===== src/rtl/cic_decim_comb.sv =====
// cic_decim_comb -- decimator and comb section of a CIC decimation filter.
//
// Takes the full-rate output of the CIC integrator chain. Keeps one sample
// in every DECIMATION samples and passes it through STAGES pipelined comb
// (differentiator) stages. The narrowed result is emitted with a one-cycle
// valid strobe at the decimated rate.
//
// Ports:
//   clk_in      clock, same domain as the integrator chain
//   rst         synchronous, active-high reset
//   din         signed integrator output, valid every clk_in cycle
//   dout        signed decimated output: top DOUT_WIDTH bits of the comb result
//   dout_valid  one-cycle strobe; dout is valid while it is high
//
// Optional build macro CIC_ROUND_EN: rounds half up before width reduction
// and saturates a positive overflow to +max. This adds one pipeline register.
// When DIN_WIDTH == DOUT_WIDTH the macro has no effect.

// One comb stage: y = x - x delayed by M decimated samples.
module cic_comb_stage #(
  parameter int W = 32,
  parameter int M = 1
) (
  input  logic         clk_in,
  input  logic         rst,
  input  logic         en,
  input  logic [W-1:0] x,
  output logic [W-1:0] y
);
  logic [M-1:0][W-1:0] dl;

  // Modulo-2^W subtraction. Wrap-around is intentional: the integrators
  // overflow, and the combs must cancel that overflow exactly.
  always_ff @(posedge clk_in) begin
    if (rst) begin
      y  <= '0;
      dl <= '0;
    end else if (en) begin
      y     <= x - dl[M-1];
      dl[0] <= x;
      for (int i = 1; i < M; i++) dl[i] <= dl[i-1];
    end
  end
endmodule

module cic_decim_comb #(
  parameter int DIN_WIDTH  = 32,
  parameter int DOUT_WIDTH = 16,
  parameter int STAGES     = 3,
  parameter int DECIMATION = 8,
  parameter int DIFF_DELAY = 1
) (
  input  logic                         clk_in,
  input  logic                         rst,
  input  logic signed [DIN_WIDTH-1:0]  din,
  output logic signed [DOUT_WIDTH-1:0] dout,
  output logic                         dout_valid
);
  generate
    if (DOUT_WIDTH > DIN_WIDTH || DOUT_WIDTH < 1) begin : g_bad_width
      $error("cic_decim_comb: DOUT_WIDTH must be in 1..DIN_WIDTH");
    end
    if (DIFF_DELAY != 1 && DIFF_DELAY != 2) begin : g_bad_delay
      $error("cic_decim_comb: DIFF_DELAY must be 1 or 2");
    end
    if (DECIMATION < 1 || STAGES < 1) begin : g_bad_rate
      $error("cic_decim_comb: DECIMATION and STAGES must be >= 1");
    end
  endgenerate

  localparam int CW = (DECIMATION > 1) ? $clog2(DECIMATION) : 1;
  localparam logic [CW-1:0] CNT_LAST = CW'(DECIMATION - 1);

  logic [CW-1:0]                   cnt;
  logic                            cap;
  logic [STAGES:0]                 vld_pipe;  // [0] = sample captured, [k] = comb k done
  logic [DIN_WIDTH-1:0]            sample;
  logic [STAGES:0][DIN_WIDTH-1:0]  comb_d;    // [0] = sample, [k] = comb k output

  assign cap = (cnt == CNT_LAST);

  // With DECIMATION == 1 the counter stays at 0 and every cycle is a capture.
  always_ff @(posedge clk_in) begin
    if (rst) begin
      cnt      <= '0;
      sample   <= '0;
      vld_pipe <= '0;
    end else begin
      cnt      <= cap ? '0 : cnt + CW'(1);
      vld_pipe <= {vld_pipe[STAGES-1:0], cap};
      if (cap) sample <= din;
    end
  end

  assign comb_d[0] = sample;

  generate
    for (genvar k = 1; k <= STAGES; k++) begin : g_comb
      cic_comb_stage #(.W(DIN_WIDTH), .M(DIFF_DELAY)) u_stage (
        .clk_in (clk_in),
        .rst    (rst),
        .en     (vld_pipe[k-1]),
        .x      (comb_d[k-1]),
        .y      (comb_d[k])
      );
    end
  endgenerate

  logic [DIN_WIDTH-1:0] fin;
  logic                 fin_vld;

`ifdef CIC_ROUND_EN
  generate
    if (DIN_WIDTH > DOUT_WIDTH) begin : g_round
      localparam logic [DIN_WIDTH-1:0] HALF    = DIN_WIDTH'(1) << (DIN_WIDTH - DOUT_WIDTH - 1);
      localparam logic [DIN_WIDTH-1:0] POS_MAX = {1'b0, {(DIN_WIDTH-1){1'b1}}};
      logic [DIN_WIDTH-1:0] rsum, rnd_q;
      logic                 rnd_vld;

      assign rsum = comb_d[STAGES] + HALF;

      // Adding HALF can only overflow from positive to negative; clamp that
      // case to +max so truncation yields 0111...1.
      always_ff @(posedge clk_in) begin
        if (rst) begin
          rnd_q   <= '0;
          rnd_vld <= 1'b0;
        end else begin
          rnd_vld <= vld_pipe[STAGES];
          if (vld_pipe[STAGES])
            rnd_q <= (!comb_d[STAGES][DIN_WIDTH-1] && rsum[DIN_WIDTH-1]) ? POS_MAX : rsum;
        end
      end

      assign fin     = rnd_q;
      assign fin_vld = rnd_vld;
    end else begin : g_pass
      assign fin     = comb_d[STAGES];
      assign fin_vld = vld_pipe[STAGES];
    end
  endgenerate
`else
  assign fin     = comb_d[STAGES];
  assign fin_vld = vld_pipe[STAGES];
`endif

  always_ff @(posedge clk_in) begin
    if (rst) begin
      dout       <= '0;
      dout_valid <= 1'b0;
    end else begin
      dout_valid <= fin_vld;
      if (fin_vld) dout <= DOUT_WIDTH'(fin >> (DIN_WIDTH - DOUT_WIDTH));
    end
  end
endmodule


===== config.mk =====
export PLATFORM = sky130hd
export DESIGN_NAME = cic_decim_comb
export DESIGN_NICKNAME = d
export VERILOG_FILES = /design/src/rtl/cic_decim_comb.sv
export SDC_FILE = /design/constraint.sdc
export NUM_CORES = 1
export LEC_CHECK = 0
export ABC_AREA = 1
export BUFFER_PORTS_ARGS = -buffer_cell sky130_fd_sc_hd__buf_2
export CORE_MARGIN = 4
export CORE_UTILIZATION = 69
export DETAILED_ROUTE_END_ITERATION = 7
export GPL_ROUTABILITY_DRIVEN = 0
export PLACE_DENSITY = 0.87
export SETUP_SLACK_MARGIN = 0.5
export SLEW_MARGIN = 0
export SYNTH_ARGS = -nofsm -noshare
export SYNTH_HDL_FRONTEND = slang
export SYNTH_HIERARCHICAL = 1
export SYNTH_SLANG_ARGS = --single-unit
export TNS_END_PERCENT = 20

===== constraint.sdc =====
create_clock -name clk_in -period 3.26 [get_ports clk_in]
set_input_delay 0.652 -clock clk_in [delete_from_list [all_inputs] [get_ports clk_in]]
set_output_delay 0.652 -clock clk_in [all_outputs]
set_load 0.01 [all_outputs]

# Word-level counts from Yosys, hierarchy flattened
# Index checks and enable logic that the tools add are counted.
# word_totals
latch_bits	0
inputBits	34
mem_count	0
rom_bits	0
output_inout_bits	17
wordCells	17
reg_bits	248
ramBits	0
# classes
multipliers	0
n_mux	0
bitwise	0
n_div	0
addsub	4
n_eq_ne	1
n_lt_le_gt_ge	0
n_reduce_logical	1
shift	0
# op_table
op	count
32-bit subtractor	3
3-bit by 1-bit adder with 3-bit output, second input constant	1
3-bit == test, second input constant	1
2-bit OR reduction	1

# Logic depth before layout (Yosys ltp)
# Gate-level depths: netlist of the first run.
# depth
word_depth	2
ltp_mapped	16

# Modules after synthesis
# The synthesis of the first run kept the hierarchy.
# modules_own_cells
mod	seq_area_each_um2	area_each_um2	cells_per_inst	n_inst
cic_comb_stage at g_comb[1].u_stage ...	1281.2	4760.8	815	2
cic_comb_stage at g_comb[3].u_stage	1281.2	4864.7	813	1
cic_decim_comb	1121.1	2215.9	332	1

# Least setup slack after synthesis of the first run
# No wires, ideal clock.
# synth_timing
kind	reg-to-reg
from	reg sample[0]
to	reg g_comb[1].u_stage.y[28]
slack_ps	1434
stages_incl_launch_ff	14
t_arrival_ps	1717
n_path_buf	0
synth_period_minus_slack_ps	1826
setup_time_ps	109
cell_sequence	dfxtp_1 inv_1 ha_1 fa_1 inv_1 nand3_1 nand3_1 nand3_1 nand3_1 nand2_1 nand3_1 nand3_1 nand2_1 inv_1
# synth_via
elab_chain_len	1
# synth_lines
item	line	rtl
from (decl)	77	logic [DIN_WIDTH-1:0] sample;
from (signal assigned)	91	if (cap) sample <= din;
32-bit subtractor	39	y <= x - dl[M-1];
to (signal assigned)	39	
to (decl)	28	output logic [W-1:0] y
# No other way between the ends.
# A chain may end at the register's enable or synchronous reset.

# Final worst setup path of the first run
# layout_timing
from	reg g_comb[1].u_stage.y[0]
to	reg g_comb[2].u_stage.y[28]
# layout_via
elab_chain_len	1
# layout_lines
item	line
32-bit subtractor	39
to (signal assigned)	39
to (decl)	28
# No other way between the ends.

==> summary.json, run 1 <==
{
  "initial_utilization": 0.702,
  "layout-drive-gt1-share": 0.0664,
  "clockRootBuffer": "sky130_fd_sc_hd__clkbuf_16",
  "row_count": 55,
  "cts_sinks": 232,
  "cellLeakagePower_uw": 0.00957,
  "regToRegStartpoint": "g_comb[1].u_stage/y[0]",
  "slowest_delay_ns": 0.42,
  "crit_chain": "inv_1 -> ha_1 -> fa_1 -> inv_1 -> nand3_1 -> nand3_1 -> nand3_1 -> nand3_1 -> nand2_1 -> nand3_1 -> nand3_1 -> nand2_1 -> inv_1",
  "number_of_global_route_vias_before_repair": 14500,
  "final-hold-violation-count": 0,
  "report.final.setup_viol": 0,
  "num-fill-cells": 1806,
  "drt_pre_antenna_iters": 8,
  "route.vias.total": 15500,
  "final.setup_skew_ns": 0.0187,
  "power.total_uw": 6640,
  "path_common_cell": "sky130_fd_sc_hd__nand3_1",
  "netlist_instances": 2682,
  "worst_pin_slew_ns": 1.19,
  "post-cts-setup-buffer-count": 0,
  "yosys_warnings": 6,
  "maximum_number_of_pins_on_one_net_before_global_route_repair": 89,
  "slowest_stage": "sky130_fd_sc_hd__fa_1",
  "fin_util": 0.758,
  "hold_end": "sample[23]",
  "r2r-end": "g_comb[2].u_stage/y[28]",
  "r2r_setup_slack_ns": 1.15,
  "cts-hold-fix-buffers": 0,
  "dp_cells": 2949,
  "placed_cell_area_um2": 16200,
  "mappedNetlistNets": 2815,
  "drv_cap": 0,
  "ctsHtreeMaxLevel": 1,
  "core_area_um2": 22600,
  "detailedPlacementHpwl_mm": 27.8,
  "antenna_found_initial": 0,
  "portBuffers": 50,
  "post_drt_via_cell_ratio": 5.18,
  "cp_data_required_time_ns": 3.68,
  "postRouteAntennaNets": 0,
  "clock_path_buffers": 3,
  "clock_latency_ns": 0.53,
  "grt_first_pass_wirelength_mm": 64.7,
  "areaGrowthSynthToFinish_pct": 8.01,
  "period_needed_ns": 2.11,
  "setup_total_negative_slack_ns": 0,
  "cts_inserted_buffers": 26,
  "clk_transition_reported_paths_ns": 0.06,
  "floorplan.io_pins": 51,
  "globalRoute.totalOverflow": 0,
  "critical_path.n_buffers_inverters": 3,
  "synth.avg_cell_area_um2": 5.93,
  "timing.critical_path.to_type": "flip-flop",
  "hold_start": "din[23]",
  "worst_ir_drop_vdd_mv": 0.473,
  "total_grt_usage": 0.291,
  "antenna_diode_count": 0,
  "drcViolationCount": 0,
  "die_width_um": 160,
  "resized_after_cts": 0,
  "die-area_um2": 25500,
  "post_synth_instance_area_um2": 15900,
  "crit_family": "simple AND/OR/NAND/NOR gates",
  "die_h_um": 160,
  "hold_path_depth": 5,
  "worst-r2r-cell-count": 13,
  "clock_tree_from_tritoncts": "built",
  "arrival_ns": 2.53,
  "final.period_utilization": 0.648,
  "wl_per_cell_um": 12.6,
  "timing.setup.critical_path_class": "flip-flop to flip-flop",
  "worstHoldPathType": "input port to flip-flop",
  "fin_area_um2": 17200,
  "maximum_fanout_count_along_the_critical_path": 3,
  "final_cell_count_no_fill": 2997,
  "max_freq_mhz": 473,
  "run_status": "completed",
  "normalized_max_slew_margin": 0.206,
  "grt_setup_unrepaired": "no",
  "powerDensity_nw_per_um2": 387,
  "report.final.slew_viol_count": 0,
  "dr.first_iter.drc_count": 1244,
  "startpoint_type": "flip-flop",
  "fin_nets": 2825,
  "postRouteWirelength_mm": 37.7
}
cells in the final DEF, fill, tap and decap left out, drive strengths merged:
cell type,instances
nand2,828
inv,583
nor2,487
dfxtp,232
nand3,118
a211oi,97
ha,96
a21oi,67
buf,58
o21ai,34
clkbuf,33
xor2,27
nand4,11
o21bai,9
bufinv,6
nor3,6
clkinv,5
xnor2,4
and2,3
a21o,3
fa,3
or2,2
metrics by stage:
| stage | setup WS (ns) | hold WS (ns) |
|---|---|---|
| global route | 0.921 | 0.412 |
| floorplan | 1.43 | 0.399 |
| global placement | 1.28 | 0.407 |
| CTS | 1.17 | 0.381 |
| finish | 1.15 | 0.400 |
| detailed placement | 1.18 | 0.416 |
report_power, final:
| part | leakage (uW) | internal (uW) | total, uW | switching (uW) |
|---|---|---|---|---|
| logic | 0.00724 | 192 | 577 | 385 |
| clock network | 0.000468 | 2010 | 3210 | 1200 |
| registers | 0.00187 | 2850 | 2860 | 7.99 |
| total | 0.00957 | 5050 | 6640 | 1590 |
registers in the layout (all words and copies together), names as in the netlist:
name               count
g_comb.u_stage/dl     96
g_comb.u_stage/y      80
sample                32
dout                  16
vld_pipe               4
cnt                    3
dout_valid             1
area by class of cell:
cell class	instances	area [um2]	area share
multi-input combinational	1795	8710	0.508
sequential	232	4650	0.271
clock buffer	33	697	0.0406
tap	285	357	0.0208
inverter	579	2170	0.127
timing repair buffer	58	325	0.0189
clock inverter	15	258	0.0150
per-layer routing:
layer	global-route usage	up-vias	routed length, um
met5	0	-	0
met4	0.124	0	1750
met1	0.357	6882	16200
met3	0.0305	133	1670
met2	0.520	433	18000
li1	-	8068	-
how the worst max path moves through the flow:
stage                           start                       to  slack, ns  cells after the start
2_1_floorplan               sample[0]  g_comb[1].u_stage/y[28]       1.43                     13
6_report       g_comb[1].u_stage/y[0]  g_comb[2].u_stage/y[28]       1.15                     13
4_1_cts        g_comb[1].u_stage/y[0]  g_comb[2].u_stage/y[28]       1.17                     13
5_1_grt        g_comb[1].u_stage/y[0]  g_comb[2].u_stage/y[28]       0.92                     13
3_5_place_dp   g_comb[1].u_stage/y[0]  g_comb[2].u_stage/y[28]       1.18                     13
3_3_place_gp                sample[0]  g_comb[1].u_stage/y[28]       1.28                     13
tightest hold or removal path, stage by stage:
cell                      delay [ns]
sky130_fd_sc_hd__buf_2          0.07
sky130_fd_sc_hd__inv_1          0.03
sky130_fd_sc_hd__nand2_1        0.04
sky130_fd_sc_hd__nand2_1        0.04
sky130_fd_sc_hd__nor2_1         0.06
Note: power is estimated with default switching activity, not from simulation.
==> inputs of run 2 (changes only) <==
--- a/config.mk
+++ b/config.mk
@@ -8,10 +8,10 @@
 export ABC_AREA = 1
 export BUFFER_PORTS_ARGS = -buffer_cell sky130_fd_sc_hd__buf_2
 export CORE_MARGIN = 4
-export CORE_UTILIZATION = 69
+export CORE_UTILIZATION = 58
 export DETAILED_ROUTE_END_ITERATION = 7
 export GPL_ROUTABILITY_DRIVEN = 0
-export PLACE_DENSITY = 0.87
+export PLACE_DENSITY = 0.78
 export SETUP_SLACK_MARGIN = 0.5
 export SLEW_MARGIN = 0
 export SYNTH_ARGS = -nofsm -noshare
==> constraint.sdc (replaced) <==
create_clock -name clk_in -period 1.9 [get_ports clk_in]
set_input_delay 0.38 -clock clk_in [delete_from_list [all_inputs] [get_ports clk_in]]
set_output_delay 0.38 -clock clk_in [all_outputs]
set_load 0.01 [all_outputs]
==> run 2 against run 1 <==
  * The flow now finishes with violations (setup timing)
  * Global-route usage fell by 3.2 points
  * Total power rose by 77%
  * Maximum frequency rose by 8.6%
  * Flip-flop and latch count did not move
  * Setup slack got worse by 1.2 ns
  * Sequential power rose by 71%
  * Register-to-register slack got worse by 1.2 ns
  * Die area rose by 18%
  * Largest power group unchanged
==> summary.json, run 2 (same netlist as run 1, synthesis figures left out) <==
{
  "max_ffs_per_register": {"value": 96, "change": "unchanged"},
  "drv_cap": {"value": 0, "change": "unchanged"},
  "antenna_diode_count": {"value": 0, "change": "unchanged"},
  "initial_utilization": {"value": 0.590, "change": "-0.112"},
  "maximum_fanout_count_along_the_critical_path": {"value": 3, "change": "unchanged"},
  "final-hold-violation-count": {"value": 0, "change": "unchanged"},
  "floorplan.io_pins": {"value": 51, "change": "unchanged"},
  "largest-register": "g_comb.u_stage/dl",
  "grt_setup_unrepaired": "yes",
  "clock_latency": {"value": 0.55, "unit": "ns", "change": "+0.02 ns"},
  "final.setup_skew": {"value": 0.0140, "unit": "ns", "change": "-0.00468 ns"},
  "final.period_utilization": {"value": 1.02, "change": "+0.376"},
  "postRouteWirelength": {"value": 45.3, "unit": "mm", "change": "+20%"},
  "placed_cell_area": {"value": 16600, "unit": "um2", "change": "+2.6%"},
  "worstHoldPathType": "input port to flip-flop",
  "cts_inserted_buffers": {"value": 26, "change": "unchanged"},
  "die-area": {"value": 30100, "unit": "um2", "change": "+18%"},
  "drt_pre_antenna_iters": {"value": 6, "change": "-2"},
  "clk_transition_reported_paths": {"value": 0.06, "unit": "ns", "change": "about the same"},
  "clock_tree_from_tritoncts": "built",
  "worst_pin_slew": {"value": 0.840, "unit": "ns", "change": "-0.352 ns"},
  "layout_top_registers": "g_comb.u_stage/dl (96), g_comb.u_stage/y (80), sample (32)",
  "timing.critical_path.to_type": "flip-flop",
  "die_width": {"value": 174, "unit": "um", "change": "+8.6%"},
  "core_area": {"value": 27000, "unit": "um2", "change": "+19%"},
  "max_freq": {"value": 514, "unit": "MHz", "change": "+8.6%"},
  "failed_checks": "setup timing",
  "grt_first_pass_wirelength": {"value": 68.3, "unit": "mm", "change": "+5.6%"},
  "clockRootBuffer": "sky130_fd_sc_hd__clkbuf_16",
  "report.final.slew_viol_count": {"value": 0, "change": "unchanged"},
  "detailroute.wirelength.met3": {"value": 2.49, "unit": "mm", "change": "+49%"},
  "arrival": {"value": 2.43, "unit": "ns", "change": "-0.10 ns"},
  "timing.setup.critical_path_class": "flip-flop to flip-flop",
  "dp_worst_setup_slack": {"value": -0.0396, "unit": "ns", "change": "-1.22 ns"},
  "layout-drive-gt1-share": {"value": 0.289, "change": "+0.223"},
  "report.final.setup_viol": {"value": 1, "change": "+1"},
  "startpoint_type": "flip-flop",
  "route.vias.total": {"value": 16600, "change": "+7.0%"},
  "cts_sinks": {"value": 232, "change": "unchanged"},
  "postRouteAntennaNets": {"value": 0, "change": "unchanged"},
  "run_status": "complete, but fails checks",
  "met2_wirelength": {"value": 22.1, "unit": "mm", "change": "+23%"},
  "fin_util": {"value": 0.755, "change": "-0.00371"},
  "drcViolationCount": {"value": 0, "change": "unchanged"},
  "ctsHtreeMaxLevel": {"value": 1, "change": "unchanged"},
  "leading_cell_types_in_the_layout_fill_and_taps_excluded": "sky130_fd_sc_hd__nand2_1, sky130_fd_sc_hd__inv_1, sky130_fd_sc_hd__nor2_1, sky130_fd_sc_hd__nand2_2, sky130_fd_sc_hd__dfxtp_1",
  "wl_per_cell": {"value": 14.6, "unit": "um", "change": "+16%"},
  "powerDensity": {"value": 579, "unit": "nW/um2", "change": "+50%"},
  "cp_data_required_time": {"value": 2.39, "unit": "ns", "change": "-1.29 ns"},
  "period_needed": {"value": 1.95, "unit": "ns", "change": "-0.167 ns"},
  "clock_path_buffers": {"value": 3, "change": "unchanged"},
  "globalRoute.totalOverflow": {"value": 0, "change": "unchanged"},
  "antenna_found_initial": {"value": 0, "change": "unchanged"},
  "post_drt_via_cell_ratio": {"value": 5.33, "change": "+2.9%"},
  "fin_area": {"value": 20300, "unit": "um2", "change": "+18%"},
  "layout.cells.most_common": "sky130_fd_sc_hd__nand2_1",
  "portBuffers": {"value": 50, "change": "unchanged"},
  "die_h": {"value": 174, "unit": "um", "change": "+8.6%"},
  "number_of_global_route_vias_before_repair": {"value": 15100, "change": "+3.9%"},
  "total_grt_usage": {"value": 0.259, "change": "-0.0315"},
  "detailedPlacementHpwl": {"value": 28.5, "unit": "mm", "change": "+2.5%"},
  "worst_slack": {"value": -0.0461, "unit": "ns", "change": "-1.19 ns"},
  "normalized_max_slew_margin": {"value": 0.440, "change": "+0.234"},
  "dr.first_iter.drc_count": {"value": 1360, "change": "+9.3%"},
  "wl_met1": {"value": 18.3, "unit": "mm", "change": "+13%"},
  "num-fill-cells": {"value": 1934, "change": "+7.1%"},
  "cellLeakagePower": {"value": 0.0103, "unit": "uW", "change": "+8.0%"},
  "areaGrowthSynthToFinish_pct": 27.9,
  "fin_nets": {"value": 2889, "change": "+2.3%"},
  "maximum_number_of_pins_on_one_net_before_global_route_repair": {"value": 102, "change": "+15%"},
  "worst_ir_drop_vdd": {"value": 0.718, "unit": "mV", "change": "+52%"},
  "cts-hold-fix-buffers": {"value": 0, "change": "unchanged"},
  "row_count": {"value": 60, "change": "+9.1%"},
  "top_layer_used": "met4"
}
run 2: layout make-up:
type	instances	area [um2]	share of cell area
Clock inverter	12	210	0.0103
Tap cell	341	427	0.0210
Timing Repair Buffer	122	947	0.0466
Inverter	579	2180	0.107
Multi-Input combinational cell	1795	11000	0.543
Sequential cell	232	4780	0.235
Clock buffer	35	754	0.0371
run 2: worst paths after layout:
| check | endpoint | slack [ns] | startpoint | depth (start not counted) |
|---|---|---|---|---|
| max reg2reg | g_comb[2].u_stage/y[16] | -0.05 | g_comb[1].u_stage/y[0] | 14 |
| min | sample[11] | 0.11 | din[11] | 5 |
| max | g_comb[2].u_stage/y[16] | -0.05 | g_comb[1].u_stage/y[0] | 14 |
| min reg2reg | cnt[0] | 0.42 | cnt[0] | 1 |
run 2: worst max-delay path: stages, from the launching register on:
cell,delay [ns]
sky130_fd_sc_hd__dfxtp_2,0.35
sky130_fd_sc_hd__inv_2,0.06
sky130_fd_sc_hd__ha_4,0.16
sky130_fd_sc_hd__fa_2,0.36
sky130_fd_sc_hd__inv_2,0.10
sky130_fd_sc_hd__nand3_2,0.10
sky130_fd_sc_hd__nand3_4,0.10
sky130_fd_sc_hd__nand2_4,0.07
sky130_fd_sc_hd__a21oi_2,0.16
sky130_fd_sc_hd__nor2_1,0.08
sky130_fd_sc_hd__nor2_1,0.10
sky130_fd_sc_hd__nor2_1,0.05
sky130_fd_sc_hd__nand2_1,0.09
sky130_fd_sc_hd__nand2_1,0.06
sky130_fd_sc_hd__inv_1,0.05
run 2: power breakdown:
part | leakage, uW | switching (uW) | internal (uW)
combinational | 0.00795 | 828 | 463
clock | 0.000471 | 2110 | 3470
sequential | 0.00192 | 18.8 | 4880
total | 0.0103 | 2960 | 8820
run 2: per-stage QoR:
stage	TNS (ns)	hold slack [ns]	cells	total power, uW
after global placement	-0.0160	0.406	3032	5960
after global routing	-0.980	0.116	3116	12200
final	-0.0461	0.114	3116	11800
after CTS	0	0.106	3085	11600
after floorplan	0	0.399	2682	5760
after detailed placement	-0.0716	0.417	3032	5990
run 2: routing by layer:
metal | vias to the layer above | global-route usage
met1 | 7505 | 0.320
met5 | - | 0
met4 | 0 | 0.103
li1 | 8177 | -
met3 | 231 | 0.0297
met2 | 683 | 0.463
run 2: repair_timing:
item,in CTS,in global routing
gates cloned,0,0
endpoints found under the setup margin,81,95
gates resized for setup,157,505
pin swaps,31,118
buffers inserted,6,31
